==> src/rtl/cfi_pkg.sv <==
// Shared CFI log types and the scheduler state encoding.
package cfi_pkg;

  typedef struct packed {
    logic is_call;
    logic is_ret;
    logic is_jump;
    logic is_branch;
  } cfi_flags_t;

  typedef struct packed {
    logic [31:0] addr_pc;
    logic [31:0] target;
    cfi_flags_t  flags;
  } cfi_log_t;

  typedef enum logic [1:0] {IDLE, ISSUE, WAIT_RESP, FAULT} cfi_sched_state_e;

  localparam int unsigned LOG_W = $bits(cfi_log_t);

endpackage

==> src/rtl/cfi_log_fifo.sv <==
// Multi-push (one slot per commit port, in port order), single-pop log FIFO
// with a sticky overflow flag for pushes that find no free slot.
module cfi_log_fifo
  import cfi_pkg::*;
#(
  parameter int unsigned NR_PORTS = 2,
  parameter int unsigned DEPTH    = 8
) (
  input  logic                      clk_i,
  input  logic                      rst_i,
  input  cfi_log_t [NR_PORTS-1:0]   push_log_i,
  input  logic [NR_PORTS-1:0]       push_i,
  input  logic                      pop_i,
  input  logic                      clear_ovf_i,
  output cfi_log_t                  head_o,
  output logic [$clog2(DEPTH):0]    count_next_o,
  output logic                      overflow_o
);

  localparam int unsigned PTR_W = $clog2(DEPTH);
  localparam int unsigned CNT_W = PTR_W + 1;

  cfi_log_t         mem_q [DEPTH];
  cfi_log_t         mem_d [DEPTH];
  logic [PTR_W-1:0] wr_ptr_q, wr_ptr_d;
  logic [PTR_W-1:0] rd_ptr_q, rd_ptr_d;
  logic [CNT_W-1:0] count_q, count_d;
  logic             overflow_q, overflow_d;

  // Pop first so its slot is available to this cycle's pushes.
  always_comb begin
    mem_d      = mem_q;
    wr_ptr_d   = wr_ptr_q;
    rd_ptr_d   = rd_ptr_q;
    count_d    = count_q;
    overflow_d = overflow_q & ~clear_ovf_i;
    if (pop_i && (count_q != '0)) begin
      rd_ptr_d = rd_ptr_q + PTR_W'(1);
      count_d  = count_q - CNT_W'(1);
    end
    for (int unsigned i = 0; i < NR_PORTS; i++) begin
      if (push_i[i]) begin
        if (count_d < CNT_W'(DEPTH)) begin
          mem_d[wr_ptr_d] = push_log_i[i];
          wr_ptr_d        = wr_ptr_d + PTR_W'(1);
          count_d         = count_d + CNT_W'(1);
        end else begin
          overflow_d = 1'b1;
        end
      end
    end
  end

  always_ff @(posedge clk_i or posedge rst_i) begin
    if (rst_i) begin
      for (int unsigned i = 0; i < DEPTH; i++) mem_q[i] <= '0;
      wr_ptr_q   <= '0;
      rd_ptr_q   <= '0;
      count_q    <= '0;
      overflow_q <= 1'b0;
    end else begin
      mem_q      <= mem_d;
      wr_ptr_q   <= wr_ptr_d;
      rd_ptr_q   <= rd_ptr_d;
      count_q    <= count_d;
      overflow_q <= overflow_d;
    end
  end

  assign head_o       = mem_q[rd_ptr_q];
  assign count_next_o = count_d;
  assign overflow_o   = overflow_q;

endmodule

==> src/rtl/cfi_log_scheduler.sv <==
// Serializes buffered CFI logs to the checker, one outstanding check at a time,
// latching the first reported violation and back-pressuring commit.
module cfi_log_scheduler
  import cfi_pkg::*;
#(
  parameter int unsigned NR_COMMIT_PORTS = 2,
  parameter int unsigned DEPTH           = 8
) (
  input  logic                             clk_i,
  input  logic                             rst_i,
  input  cfi_log_t [NR_COMMIT_PORTS-1:0]   log_i,
  input  logic [NR_COMMIT_PORTS-1:0]       cfi_i,
  input  logic [NR_COMMIT_PORTS-1:0]       commit_ack_i,
  output logic                             stall_o,
  output logic                             req_valid_o,
  input  logic                             req_ready_i,
  output cfi_log_t                         req_log_o,
  input  logic                             resp_valid_i,
  input  logic                             resp_fault_i,
  output logic                             fault_o,
  output cfi_log_t                         fault_log_o,
  output logic                             overflow_o,
  input  logic                             clear_i,
  output logic                             busy_o
);

  localparam int unsigned CNT_W = $clog2(DEPTH) + 1;

  cfi_sched_state_e   state_q, state_d;
  cfi_log_t           inflight_q, inflight_d;
  cfi_log_t           fault_log_q, fault_log_d;
  logic               fault_q, fault_d;
  logic               req_valid_q, req_valid_d;
  logic               busy_q, busy_d;
  logic               stall_q, stall_d;
  logic               pop;
  cfi_log_t           head;
  logic [CNT_W-1:0]   count_next;

  assign pop = (state_q == ISSUE) && req_ready_i;

  cfi_log_fifo #(
    .NR_PORTS (NR_COMMIT_PORTS),
    .DEPTH    (DEPTH)
  ) u_fifo (
    .clk_i        (clk_i),
    .rst_i        (rst_i),
    .push_log_i   (log_i),
    .push_i       (commit_ack_i & cfi_i),
    .pop_i        (pop),
    .clear_ovf_i  (clear_i),
    .head_o       (head),
    .count_next_o (count_next),
    .overflow_o   (overflow_o)
  );

  // Next-state uses next-cycle occupancy so a push is offered one cycle later.
  always_comb begin
    state_d     = state_q;
    inflight_d  = inflight_q;
    fault_d     = fault_q;
    fault_log_d = fault_log_q;
    case (state_q)
      IDLE: if (count_next != '0) state_d = ISSUE;
      ISSUE: begin
        if (req_ready_i) begin
          inflight_d = head;
          state_d    = WAIT_RESP;
        end
      end
      WAIT_RESP: begin
        if (resp_valid_i) begin
          if (resp_fault_i) begin
            state_d     = FAULT;
            fault_d     = 1'b1;
            fault_log_d = inflight_q;
          end else begin
            state_d = (count_next != '0) ? ISSUE : IDLE;
          end
        end
      end
      FAULT: begin
        if (clear_i) begin
          state_d = IDLE;
          fault_d = 1'b0;
        end
      end
      default: state_d = IDLE;
    endcase
    req_valid_d = (state_d == ISSUE);
    busy_d      = (count_next != '0) || (state_d == WAIT_RESP);
    stall_d     = (CNT_W'(DEPTH) - count_next) < CNT_W'(NR_COMMIT_PORTS);
  end

  always_ff @(posedge clk_i or posedge rst_i) begin
    if (rst_i) begin
      state_q     <= IDLE;
      inflight_q  <= '0;
      fault_q     <= 1'b0;
      fault_log_q <= '0;
      req_valid_q <= 1'b0;
      busy_q      <= 1'b0;
      stall_q     <= 1'b0;
    end else begin
      state_q     <= state_d;
      inflight_q  <= inflight_d;
      fault_q     <= fault_d;
      fault_log_q <= fault_log_d;
      req_valid_q <= req_valid_d;
      busy_q      <= busy_d;
      stall_q     <= stall_d;
    end
  end

  assign req_valid_o = req_valid_q;
  assign req_log_o   = head;
  assign fault_o     = fault_q;
  assign fault_log_o = fault_log_q;
  assign busy_o      = busy_q;
  assign stall_o     = stall_q;

endmodule

==> config.mk <==
export PLATFORM = sky130hd
export DESIGN_NAME = cfi_log_scheduler
export DESIGN_NICKNAME = d
export VERILOG_FILES = /design/src/rtl/cfi_pkg.sv /design/src/rtl/cfi_log_fifo.sv /design/src/rtl/cfi_log_scheduler.sv
export SDC_FILE = /design/constraint.sdc
export NUM_CORES = 2
export LEC_CHECK = 0
export BUFFER_PORTS_ARGS = -buffer_cell sky130_fd_sc_hd__buf_2
export CAP_MARGIN = 5
export CORE_ASPECT_RATIO = 1.1
export CORE_MARGIN = 2
export CORE_UTILIZATION = 50
export DETAILED_ROUTE_END_ITERATION = 16
export GPL_ROUTABILITY_DRIVEN = 0
export PLACE_DENSITY = 0.68
export SETUP_SLACK_MARGIN = 0.2
export SLEW_MARGIN = 25
export SYNTH_ARGS = -nofsm -noshare
export SYNTH_HDL_FRONTEND = slang
export SYNTH_SLANG_ARGS = --single-unit
==> constraint.sdc <==
create_clock -name clk_i -period 44 [get_ports clk_i]
set_input_delay 8.8 -clock clk_i [delete_from_list [all_inputs] [get_ports clk_i]]
set_output_delay 8.8 -clock clk_i [all_outputs]
set_load 0.05 [all_outputs]
==> qor.yml <==
drtIter0Drc: 2160
fin_cells: 4342
synth-edff-count: 0
dieArea_um2: 73300
synth_ff_type: "dfrtp_1"
cts_num_sinks: 697
max_slew_margin_pct: 27.7
grt_pass1_wl_um: 150000
maxCapViolCount: 0
final_area_um2: 39700
die_y_um: 284
path_class: "flop to primary output"
cts_buffer_depth: 3
root_buffer: "clkbuf_16"
final_common_cell: "nand2_1"
port_buffers: 286
pre_cts_slack_ps: 30760
synth-seq-cells: 697
synth_cells: 3298
syn_nets: 3451
startpoint: "u_fifo.rd_ptr_q[0]"
coreArea_um2: 70400
finalHoldViolCount: 0
insertion_delay_ps: 630
path_clk_slew_ps: 60
use_met1_pct: 37.9
power_density_nw_per_um2: 80.3
post_cts_resized: 0
postCtsSetupRepairBufs: 0
period_share_pct: 30.0
antenna_found_initial: 15
grt.busiest_layer: "met2"
num_io_pins: 287
yosysWarnings: 0
setup-violations-final: 0
cts_hold_buf: 0
rr_startpoint: "u_fifo.count_q[0]"
vias_per_cell: 5.72
drv_slew: 0
tightest_slew_ps: 1080
numCtsBuffers: 76
hp-class: "flop to flop"
cp_max_fo: 43
drive_gt1_share_pct: 22.6
p_leak_nw: 16.0
synth-seq-area-share_pct: 49.0
cp.arrival_ps: 4410
cts_tree: "yes"
hpwl_um: 56300
ys_types: 54
fin_skew_ps: 20.9
rows: 102
mostFrequentLayoutCells: "nand2_1, dfrtp_1, mux2i_1"
met3_usage_pct: 4.25
power.total_mw: 3.19
overflow: 0
rsz0062_at_grt: "no"
wl_um: 96100
synth_area_um2: 35600
grt_pass1_vias: 25000
min-delay-start: "inflight_q[47]"
fin_hold_ws_ps: 459
drc: 0
drt-pass1-iter-count: 5
place_area_um2: 37000
avgRoutedWirePerCell_um: 22.1
fin_crit_ps: 13210
grtUsageMet2_pct: 41.1
grt.total_usage_pct: 26.2
dp.cells: 4195
grt_max_degree: 155
htreeDepth: 3
postRouteAntennaNets: 0
start_util_pct: 50.5
fin_util_pct: 56.3
setup_slack_ps: 30790
fin_setup_tns_ps: 0
vias: 24800
fmax_mhz: 75.7
synth_area_per_cell_um2: 10.8
cp-start-kind: "flop"
die_x_um: 258
synthArstFlopShare_pct: 100
area.growth.synth_to_final_pct: 11.6
fin_nets: 3491
cp-end-kind: "primary output"
required_ps: 35200
status: "finished clean"
peakVddDrop_mv: 0.0675
-- synthesized netlist by cell type, types with 3 or more instances --
cell type  number  area (um^2)
buf_1          60          225
buf_2         115          576
buf_4          12         90.1
clkbuf_1      159          597
clkbuf_2       27          135
dfrtp_1       697        17400
ha_1            7         87.6
inv_1          11         41.3
mux2_2        137         1540
mux2i_1       547         5480
mux4_2        136         3060
nand2_1       765         2870
nor2_1          7         26.3
nor3_2          7         70.1
nor3b_1         3         22.5
o21ai_0       496         2480
o21ai_1        56          280
xnor2_1         7         61.3
xor2_1          3         26.3
-- layer usage --
layer | part of all wire, % | vias to the layer above
li1 | - | 11500
met1 | 46 | 12500
met2 | 47 | 690
met3 | 5.6 | 131
met4 | 2.0 | 12
met5 | 0.077 | -
-- where the power goes --
part / switching, mW / total (mW) / leakage [nW] / internal (mW)
combinational: 0.857 / 1.40 / 5.88 / 0.540
clock: 0.269 / 0.670 / 1.29 / 0.401
sequential: 0.184 / 1.12 / 8.80 / 0.937
-- flip-flops by register name, summed over array words and instances (netlist names) --
| name | flops |
|---|---|
| fault_log_o | 68 |
| u_fifo.overflow_o | 1 |
| u_fifo.mem_q | 544 |
| busy_o | 1 |
| inflight_q | 68 |
| u_fifo.wr_ptr_q | 3 |
| stall_o | 1 |
| fault_o | 1 |
| u_fifo.count_q | 4 |
| req_valid_o | 1 |
| u_fifo.rd_ptr_q | 3 |
| state_q | 2 |
-- final timing paths --
check	cells past startpoint	slack, ps	end
worst max-delay path	5	30790	req_log_o[16]
worst min-delay path	2	460	fault_log_o[47]
worst max register to register	10	39040	u_fifo.mem_q[490]
worst min register to register	2	460	fault_log_o[47]
max in group asynchronous	5	32710	u_fifo.mem_q[505]
min in group asynchronous	2	8250	fault_log_o[59]
-- final cells by class --
| class | instances | area [um^2] |
|---|---|---|
| fillers | 6036 | 30800 |
| well taps | 936 | 1170 |
| diodes | 7 | 17.5 |
| clock inverters | 32 | 407 |
| multi-input cells | 2212 | 16500 |
| repair buffers | 338 | 1850 |
| clock buffers | 107 | 2220 |
| inverters | 13 | 57.6 |
| flip-flops and latches | 697 | 17500 |
-- worst max-delay path: stages, from the launching register on --
cell,delay (ps)
dfrtp_4,840
buf_4,840
buf_4,840
mux4_2,610
mux2_2,330
buf_2,230
-- cell families after synthesis --
logic type | Yosys count | share of synthesized area, %
AO/OA/AOI/OAI | 567 | 8.15
XOR/XNOR | 11 | 0.292
adder cells (fa/ha/maj) | 7 | 0.246
buffers and inverters | 389 | 4.78
flip-flops | 697 | 49.0
multiplexers | 821 | 28.4
AND/OR/NAND/NOR | 806 | 9.13
Power figures use the tool's default switching activity.
